## config.mk

```make
export PLATFORM = sky130hd
export DESIGN_NAME = prog_mem_loader_flat
export DESIGN_NICKNAME = d
export VERILOG_FILES = /design/src/rtl/prog_mem_loader_if.sv /design/src/rtl/prog_mem_loader.sv /design/src/flat_wrapper.sv
export SDC_FILE = /design/constraint.sdc
export NUM_CORES = 1
export LEC_CHECK = 0
export ABC_CLOCK_PERIOD_IN_PS = 4140
export BUFFER_PORTS_ARGS = -buffer_cell sky130_fd_sc_hd__buf_2
export CAP_MARGIN = 10
export CORE_MARGIN = 5
export CORE_UTILIZATION = 30
export DETAILED_ROUTE_END_ITERATION = 10
export PLACE_DENSITY = 0.52
export SKIP_CTS_REPAIR_TIMING = 1
export SYNTH_ARGS = -nofsm -noshare
export SYNTH_HDL_FRONTEND = slang
export SYNTH_SLANG_ARGS = --single-unit
export TNS_END_PERCENT = 50
```

## constraint.sdc

```tcl
create_clock -name clk -period 4.14 [get_ports clk]
set_input_delay 0.828 -clock clk [delete_from_list [all_inputs] [get_ports clk]]
set_output_delay 0.828 -clock clk [all_outputs]
set_load 0.05 [all_outputs]
```

## src/rtl/prog_mem_loader_if.sv

```systemverilog
// CPU-side program memory bus: the CPU drives the fetch address and the responder returns the instruction word.
// Purely combinational wires, with no handshake on this bus.
interface mem_bus_if #(
   parameter int AW = 4,
   parameter int DW = 8
);
   logic [AW-1:0] addr;
   logic [DW-1:0] data;

   modport slave  (input addr, output data);
   modport master (output addr, input data);
endinterface

```

## src/rtl/prog_mem_loader.sv

```systemverilog
// Program store with a byte-stream loader. Reads are zero-latency and writes land on the next edge.
// ld_ready is high for the whole of LOAD, so the host stalls itself by dropping ld_valid, and the CPU is held in reset meanwhile.
module prog_mem_loader #(
   parameter int DEPTH = 16,
   parameter int AW    = 4,
   parameter int DW    = 8
) (
   input  logic          clk,
   input  logic          rst_n,
   mem_bus_if.slave      mem_bus,
   input  logic          load_start,
   input  logic [DW-1:0] ld_data,
   input  logic          ld_valid,
   output logic          ld_ready,
   output logic          cpu_hold,
   output logic          load_done,
   output logic [DW-1:0] checksum,
   output logic [AW-1:0] wptr
);

   if (DEPTH != (1 << AW)) begin : g_depth_check
      $error("prog_mem_loader: DEPTH must equal 2**AW");
   end

   typedef enum logic [1:0] {IDLE, LOAD, DONE} state_t;

   state_t        state, state_d;
   logic [DW-1:0] store [DEPTH];
   logic          xfer;
   logic          last;

   // A restart in the same cycle as an offered byte takes priority, so that byte is dropped.
   assign xfer = (state == LOAD) && ld_valid && !load_start;
   assign last = (wptr == AW'(DEPTH - 1));

   assign mem_bus.data = store[mem_bus.addr];

   always_comb begin
      state_d   = state;
      ld_ready  = 1'b0;
      cpu_hold  = 1'b0;
      load_done = 1'b0;
      case (state)
         IDLE: begin
            if (load_start) state_d = LOAD;
         end
         LOAD: begin
            ld_ready = 1'b1;
            cpu_hold = 1'b1;
            if (xfer && last) state_d = DONE;
         end
         DONE: begin
            load_done = 1'b1;
            cpu_hold  = 1'b1;
            state_d   = IDLE;
         end
         default: state_d = IDLE;
      endcase
   end

   always_ff @(posedge clk) begin
      if (!rst_n) begin
         state    <= IDLE;
         wptr     <= '0;
         checksum <= '0;
         for (int i = 0; i < DEPTH; i++) store[i] <= '0;
      end else begin
         state <= state_d;
         if (load_start && (state != DONE)) begin
            wptr     <= '0;
            checksum <= '0;
         end else if (xfer) begin
            store[wptr] <= ld_data;
            checksum    <= checksum + ld_data;
            wptr        <= wptr + 1'b1;
         end
      end
   end

endmodule
```

## src/flat_wrapper.sv

```systemverilog
// flat-port wrapper written by rule: the top's interface ports become plain ports
module prog_mem_loader_flat 
#(
   parameter int DEPTH = 16,
   parameter int AW    = 4,
   parameter int DW    = 8
)
  (clk, rst_n, load_start, ld_data, ld_valid, ld_ready, cpu_hold, load_done, checksum, wptr, mem_bus_addr, mem_bus_data);
  mem_bus_if #(.AW(AW), .DW(DW)) mem_bus_i ();
  input  logic clk;
  input  logic rst_n;
  input  logic load_start;
  input  logic [DW-1:0] ld_data;
  input  logic ld_valid;
  output logic ld_ready;
  output logic cpu_hold;
  output logic load_done;
  output logic [DW-1:0] checksum;
  output logic [AW-1:0] wptr;
  input wire logic [$bits(mem_bus_i.addr)-1:0] mem_bus_addr;
  output wire logic [$bits(mem_bus_i.data)-1:0] mem_bus_data;
  assign mem_bus_i.addr = mem_bus_addr;
  assign mem_bus_data = mem_bus_i.data;
  prog_mem_loader #(.DEPTH(DEPTH), .AW(AW), .DW(DW)) u_core (.clk(clk), .rst_n(rst_n), .mem_bus(mem_bus_i), .load_start(load_start), .ld_data(ld_data), .ld_valid(ld_valid), .ld_ready(ld_ready), .cpu_hold(cpu_hold), .load_done(load_done), .checksum(checksum), .wptr(wptr));
endmodule
```

After elaboration in Yosys (flattened, before gate mapping)
Memories as Yosys holds them, arrays and structs flattened.
Index checks and enable logic that the tools add are counted.
- input bits: 16
- word-level logic and storage cells: 37
- memories kept: 1
- output and inout port bits: 23
- flip-flop bits (word level): 14
- RAM bits: 128
- reduce and logical (&&, ||, !) cells: 10
- add/sub/neg operators: 2
- bitwise operators: 1
- multiplexer cells: 14
- eq/ne operators: 6
- memories (name ; words ; bits a word ; rd ports ; clocked after memory_dff ; write ports ; line ; text):
    u_core.store ; 16 ; 8 ; 1 ; 0 ; 16 ; prog_mem_loader.sv:28 ; logic [DW-1:0] store [DEPTH];
- operator list (cell ; count):
    $mux 1 ; 9
    $add 8x8->8 ; 1
    $mux 8 ; 1
    $reduce_or 8->1 ; 1
    $ne 2x2->1 const B ; 3
    $add 4x1->4 const B ; 1
    $eq 4x4->1 const B ; 1
    $logic_and 1x1->1 ; 4
    $mux 2 ; 2
    $mux 4 ; 1
    $pmux 2 s2 ; 1
    $reduce_or 2->1 ; 2
    $eq 2x1->1 const B ; 1
    $eq 2x2->1 const B ; 1
    $logic_not 2->1 ; 1
    $reduce_and 2->1 ; 1
    $logic_not 1->1 ; 1
    $not 1->1 ; 1

Longest topological paths before layout
Gate-level depths: netlist (run 1).
- word-level depth: 9
- depth in mapped cells: 8
- depth with buffers taken out: 8

Worst setup path after synthesis (run 1)
Ideal clock, no wire load.
- path kind: input to output
- start: in mem_bus_addr[0]
- end: out mem_bus_data[0]
- required time: 3312 ps
- setup slack: 1081 ps
- buffers on the path: 2
- arrival: 2231 ps
- cell stages on the path: 4
- cells stage by stage: buf_6 -> buf_8 -> mux4_1 -> mux4_2
- longest elaborated chain between the ends: 1
- RTL lines (element ; line ; text):
    start, declared ; flat_wrapper.sv:20 ; input wire logic [$bits(mem_bus_i.addr)-1:0] mem_bus_addr;
    $mem_v2 16x8 ; -- ;
    end, declared ; flat_wrapper.sv:21 ; output wire logic [$bits(mem_bus_i.data)-1:0] mem_bus_data;
Every way passes these cells.

Worst setup path in the final report (run 1)
- start: in mem_bus_addr[1]
- end: out mem_bus_data[0]
The elaborated chain is that of the path after synthesis.

==> metrics.md, run 1 <==
| Metric | Value |
|---|---|
| Nets@finish | `560` |
| Actual slew at the worst max-slew pin | `around 700 ps` |
| Via count | `just over 4000` |
| P_sw | `0.000889 W` |
| Post-route insts no fill | `approximately 820` |
| Clock share of power | `a little over 40%` |
| Initial antenna violation count | `1` |
| Routed WL | `~18000 um` |
| TritonCTS Buffers | `17` |
| Relative slew slack | `a little over half` |
| Critical path endpoint category | `primary output` |
| Outcome | `complete, no violations` |
| GRT Util Overall | `14.1%` |
| Internal power | `about 0.0026 W` |
| LEAKAGE | `2.98 nW` |
| FILL cells | `2181` |
| Largest net degree at the start of global routing | `33` |
| Area leader, netlist | `edfxtp_1` |
| Slowest-stage cell, CP | `buf_2` |
| Distinct cell type count after synthesis | `45` |
| Global-route wire length before repair | `approximately 27000 um` |
| Number of flops mapped to enable cells by yosys | `128` |
| RSZ-0062 raised after global routing | `no` |
| Sequential share of the synthesized area | `between 50 and 60%` |
| CP Launch Type | `input pin` |
| Most common flop cell mapped by yosys | `edfxtp_1` |
| Crit-path max FO | `32` |
| Initial Util | `a little under a third` |
| Antenna viol nets, final | `0` |
| DR WL/cell | `approximately 22 um` |
| PD cells | `439 nW/um^2` |
| Worst-path clk slew | `60 ps` |
| Yosys top cell area share | `55.4%` |
| Synth Cell Area | `a little under 7000 um^2` |
| Cell Rows | `55` |
| Clock root buffer master | `clkbuf_16` |
| Vias in the first global route | `4369` |
| R2r setup slk | `~1600 ps` |
| Max Cap Viol | `0` |
| Grt ovf | `0` |
| Vias per cell | `5.04` |
| Worst Skew | `~10 ps` |
| Pins Over Slew Limit | `0` |
| Final setup fails | `0` |
| Core region area | `roughly 23000 um^2` |
| Share of power burned in registers | `47.1%` |
| Synth-to-Final Area Change | `15.9%` |
| Die area | `between 20000 and 30000 um^2` |
| Die height | `~160 um` |
| Syn avg cell area | `approximately 14 um^2` |
| Clk Latency, worst-skew pair | `420 ps` |
| Worst reg2reg startpoint | `u_core.state[1]$_SDFFE_PN0P_` |
| Final worst setup slack | `between 700 and 800 ps` |
| Dpl cells | `793` |
| Final Hold Fails | `0` |
| Synth Register Bits | `around 140` |
| Setup TNS | `0 ps` |
| DR DRC count | `0` |
| Data required time of the worst path | `3310 ps` |
| Worst hold path class | `register to register` |
| Async S/R FF share, synth | `0%` |
| Buf/Inv on CP | `2` |
| Post-route clock period utilization | `81.5%` |
| Delay-heaviest family, CP | `multiplexers` |
| Total power | `around 0.0035 W` |
| Crit-path cells | `buf_2 > mux4_2 > mux4_2 > buf_2` |
| Max VDD drop | `roughly 0.29 mV` |
| Setup CP Type | `input pin to primary output` |
| Longest Clk Path Bufs | `2` |
| Ranking of synthesized cells by area | `edfxtp_1, mux4_1, and2_1` |
| Post-DP HPWL | `12800 um` |
| CTS tree | `done` |
| Port Buffer Count | `38` |
| Hold WS | `just under 500 ps` |
| Fmax | `approximately 300 MHz` |
| 1st-pass router iterations | `4` |
| Critical Path Max Stage Delay | `roughly 540 ps` |
| Horiz. Die Dim | `162 um` |
| Dpl ws | `748 ps` |
| HP Start | `u_core.checksum[0]$_SDFFE_PP0P_` |
| Layout cell share with drive strength beyond 1 | `a little under 20%` |
| CTS H-tree lvls | `4` |
| Comb power frac | `12.1%` |
| Critical Path Source | `mem_bus_addr[1]` |
| Net Count, Synth | `slightly above 500` |
| Antenna diode count | `0` |
| Syn Inst Count | `roughly 480` |
| Routability-driven placement congestion ratio | `just over 0.8` |
| CP arrival | `between 2000 and 3000 ps` |
| Fin crit period | `about 3400 ps` |
| CTS sink cnt | `around 140` |
| Initial DRC count | `about 330` |
| Sw Ratio | `25.2%` |
| Syn. warnings | `0` |
| Ports | `39` |
-- area by class of cell --
class	instances	area (um^2)	share of cell area (%)
Sequential cell	142	4120	51.3
Clock inverter	12	124	1.54
Timing Repair Buffer	60	368	4.57
Multi-Input combinational cell	296	2610	32.4
Clock buffer	18	429	5.33
Tap cell	285	357	4.43
Inverter	10	37.5	0.466
-- Yosys cell counts, types with 2 or more instances --
cell type  count
edfxtp_1     128
and2_1        97
nor3_1        32
clkbuf_1      24
mux4_1        24
nor2_1        18
ha_1          16
mux4_2        16
nand2_1       16
dfxtp_1       14
o21ai_0       14
nor4_1         9
a21oi_1        7
inv_1          7
nand2b_1       6
nor2b_1        5
buf_1          4
nand3_1        4
mux2i_1        3
nand4_1        3
o21a_1         3
a211o_1        2
a211oi_1       2
buf_8          2
clkinv_1       2
o21bai_1       2
xnor2_1        2
xor2_1         2
-- layer usage --
layer  up-vias  global-route usage, %  part of all wire [%]
li1       1924                      -                     -
met1      2100                   19.3                    45
met5         -                      0                     0
met3        14                   3.15                   5.4
met4         0                   3.04                   1.0
met2       111                   23.0                    49
-- sequential cells by signal, summed over array words and instances, names as in the netlist --
register / count
u_core.store: 128
u_core.checksum: 8
u_core.wptr: 4
u_core.state: 2
-- worst paths after layout --
| check | endpoint | cells after the start |
|---|---|---|
| setup reg to reg | u_core.store[2][7]$_SDFFCE_PN0P_ | 8 |
| hold reg to reg | u_core.checksum[0]$_SDFFE_PP0P_ | 2 |
| hold / removal | u_core.checksum[0]$_SDFFE_PP0P_ | 2 |
| setup / recovery | mem_bus_data[0] | 4 |
-- cell usage in the layout (no fill, tap or decap), drive strengths merged, types with 2 or more instances in the layout --
cell / count
o21bai: 2
a21oi: 7
ha: 16
a211oi: 2
o21a: 3
clkinvlp: 2
dfxtp: 14
buf: 60
mux4: 40
nor4: 9
o21ai: 14
bufinv: 2
inv: 8
a211o: 2
nor2: 18
mux2i: 3
nand2: 16
clkbuf: 18
nor3: 32
xnor2: 2
and2: 97
xor2: 2
nand3: 4
clkinv: 10
nand4: 3
nor2b: 5
edfxtp: 128
nand2b: 6
-- through the flow --
| step | util (%) | area [um^2] |
|---|---|---|
| 3_3_place_gp | 33.0 | 7490 |
| 2_1_floorplan | - | 6940 |
| 5_1_grt | 35.4 | 8050 |
| 6_report | 35.4 | 8050 |
| 3_5_place_dp | 33.0 | 7490 |
| 4_1_cts | 35.4 | 8050 |
-- kinds of logic (layout without fill, tap and decap cells) --
group,Yosys count,count (layout),share of synthesized area (%)
flops,142,142,59.4
mux,43,43,14.7
compound gates,37,37,3.32
simple gates,195,195,15.9
buf+inv,43,100,3.01
fa+ha+maj,17,17,3.17
xor+xnor,4,4,0.505
-- power by group through the flow --
| stage | logic, W | registers (W) | clock network (W) |
|---|---|---|---|
| floorplan | 0.000314 | 0.00168 | 0 |
| global placement | 0.000423 | 0.00169 | 0 |
| detailed placement | 0.000433 | 0.00169 | 0 |
| CTS | 0.000433 | 0.00166 | 0.00147 |
| global route | 0.000462 | 0.00167 | 0.00153 |
| finish | 0.000428 | 0.00166 | 0.00144 |
-- worst min-delay path: cells and delay by family (launching register included) --
| kind | cells | cell delay [ps] |
|---|---|---|
| DFF | 1 | 320 |
| AOI/OAI and AO/OA | 1 | 50 |
| and+or+nand+nor | 1 | 60 |
(Power assumes the default switching activity.)
==> run 2: changes to the inputs <==
ABC_CLOCK_PERIOD_IN_PS = 3050   (was 4140)
PLACE_DENSITY = 0.54   (was 0.52)
clock period = 3.05 ns   (was 4.14 ns; I/O delays follow)
==> metrics.md, run 2 (same netlist as run 1, synthesis figures left out) <==
| Metric | Value |
|---|---|
| Final setup fails | `0 (unchanged)` |
| 1st-pass router iterations | `5 (was 4)` |
| CTS sink cnt | `142 (unchanged)` |
| Grt ovf | `0 (unchanged)` |
| Critical Path Max Stage Delay | `580 ps (was 540 ps)` |
| P_sw | `0.00123 W (was 0.000889 W)` |
| Dpl ws | `160 ps (was 748 ps)` |
| Fin crit period | `around 2900 ps` |
| Final worst setup slack | `172 ps (was 767 ps)` |
| Port Buffer Count | `38 (unchanged)` |
| DR DRC count | `0 (unchanged)` |
| Sw Ratio | `24.2% (was 25.2%)` |
| Worst Skew | `14.3 ps (was 10.4 ps)` |
| Die area | `26300 um^2 (unchanged)` |
| Setup CP Type | `input pin to primary output (unchanged)` |
| Fmax | `347 MHz` |
| Post-DP HPWL | `12700 um (was 12800 um)` |
| CP arrival | `2270 ps (was 2540 ps)` |
| Crit-path max FO | `32 (unchanged)` |
| Horiz. Die Dim | `162 um (unchanged)` |
| Outcome | `complete, no violations (unchanged)` |
| Comb power frac | `11.7% (was 12.1%)` |
| Clock root buffer master | `clkbuf_16 (unchanged)` |
| Synth-to-Final Area Change | `17.5% (was 15.9%)` |
| Crit-path cells | `buf_2 > buf_12 > mux4_1 > mux4_2 > buf_2 (was buf_2 > mux4_2 > mux4_2 > buf_2)` |
| Core region area | `22700 um^2 (unchanged)` |
| Die height | `162 um (unchanged)` |
| Internal power | `0.00384 W (was 0.00264 W)` |
| Biggest regs | `u_core.store (128), u_core.checksum (8), u_core.wptr (4) (unchanged)` |
| Clock share of power | `43.8% (was 40.8%)` |
| RSZ-0062 raised after global routing | `no (unchanged)` |
| Max VDD drop | `0.567 mV (was 0.286 mV)` |
| Via count | `4189 (was 4149)` |
| Layout cell share with drive strength beyond 1 | `20.1% (was 19.3%)` |
| Hold WS | `483 ps (was 481 ps)` |
| Vias in the first global route | `4378 (was 4369)` |
| Routed WL | `17500 um (was 17800 um)` |
| CP dominant cell by count | `buf_2` |
| Relative slew slack | `55.6% (was 53.0%)` |
| Initial Util | `30.6% (unchanged)` |
| LEAKAGE | `3.04 nW (was 2.98 nW)` |
| Max Cap Viol | `0 (unchanged)` |
| Critical path endpoint category | `primary output (unchanged)` |
| Data required time of the worst path | `2440 ps (was 3310 ps)` |
| Commonest non-fill, non-tap cell in the layout | `edfxtp_1 (unchanged)` |
| Initial DRC count | `330 (was 328)` |
| CP Launch Type | `input pin (unchanged)` |
| Longest Clk Path Bufs | `2 (unchanged)` |
| CTS tree | `done (unchanged)` |
| Largest net degree at the start of global routing | `33 (unchanged)` |
| Largest Register | `u_core.store (unchanged)` |
| Antenna diode count | `0 (unchanged)` |
| Antenna viol nets, final | `0 (unchanged)` |
| PD cells | `622 nW/um^2 (was 439 nW/um^2)` |
| Total power | `0.00507 W (was 0.00353 W)` |
| Max reg flops | `128 (unchanged)` |
| Clk Latency, worst-skew pair | `420 ps (about the same)` |
| Ports | `39 (unchanged)` |
| TritonCTS Buffers | `17 (unchanged)` |
| Worst-path clk slew | `60 ps (about the same)` |
| Nets@finish | `563 (was 560)` |
| DR WL/cell | `21.2 um (was 21.6 um)` |
| Pins Over Slew Limit | `0 (unchanged)` |
| Setup TNS | `0 ps (unchanged)` |
| Post-route clock period utilization | `between 90% and 100%` |
| Slowest-stage cell, CP | `mux4_1 (was buf_2)` |
| Commonest non-fill, non-tap cells in the layout | `edfxtp_1, and2_1, buf_2 (unchanged)` |
| Worst hold path class | `register to register (unchanged)` |
| Vias per cell | `5.06 (was 5.04)` |
| Cell Rows | `55 (unchanged)` |
| Global-route wire length before repair | `26600 um (was 27400 um)` |
| Routability-driven placement congestion ratio | `0.839 (was 0.820)` |
| Initial antenna violation count | `1 (unchanged)` |
| GRT Util Overall | `13.9% (was 14.1%)` |
| Final Hold Fails | `0 (unchanged)` |
| CTS H-tree lvls | `4 (unchanged)` |
| Share of power burned in registers | `44.5% (was 47.1%)` |
| Actual slew at the worst max-slew pin | `666 ps (was 705 ps)` |
==> run 2: worst paths after layout <==
path              cells after the start                            start  slack, ps                               end
setup / recovery                      5                  mem_bus_addr[0]        170                   mem_bus_data[2]
hold / removal                        2  u_core.checksum[0]$_SDFFE_PP0P_        480   u_core.checksum[0]$_SDFFE_PP0P_
setup reg to reg                      6     u_core.state[1]$_SDFFE_PN0P_        720  u_core.store[3][2]$_SDFFCE_PN0P_
hold reg to reg                       2  u_core.checksum[0]$_SDFFE_PP0P_        480   u_core.checksum[0]$_SDFFE_PP0P_
==> run 2: per-layer routing <==
| layer | wire length (um) | track usage, % | vias to the layer above |
|---|---|---|---|
| li1 | - | - | 1936 |
| met1 | 7860 | 18.8 | 2096 |
| met2 | 8380 | 22.1 | 137 |
| met3 | 1010 | 3.50 | 20 |
| met4 | 284 | 4.19 | 0 |
| met5 | 0 | 0 | - |
==> run 2: cell type report <==
cell class	count	area, um^2
Clock inverter	14	198
Inverter	10	37.5
Timing Repair Buffer	63	403
Multi-Input combinational cell	296	2610
Clock buffer	18	429
Sequential cell	142	4120
Tap cell	285	357
Fill cell	2157	14600
==> run 2: power groups by stage <==
stage	combinational (W)	clock, W	sequential, W
6_report	0.000592	0.00222	0.00226
5_1_grt	0.000635	0.00233	0.00226
4_1_cts	0.000596	0.00224	0.00226
3_3_place_gp	0.000575	0	0.00230
2_1_floorplan	0.000426	0	0.00228
3_5_place_dp	0.000595	0	0.00230
==> run 2: critical path: cells and delay by family <==
kind	cells	cell delay (ps)
buf+inv	3	570
mux	2	1080
==> run 2: per-stage QoR <==
stage          instance area, um^2  cells  utilization [%]
2_1_floorplan                 6940    481                -
3_3_place_gp                  7530    796             33.2
3_5_place_dp                  7530    796             33.2
4_1_cts                       8160    828             35.9
5_1_grt                       8160    828             35.9
6_report                      8160    828             35.9
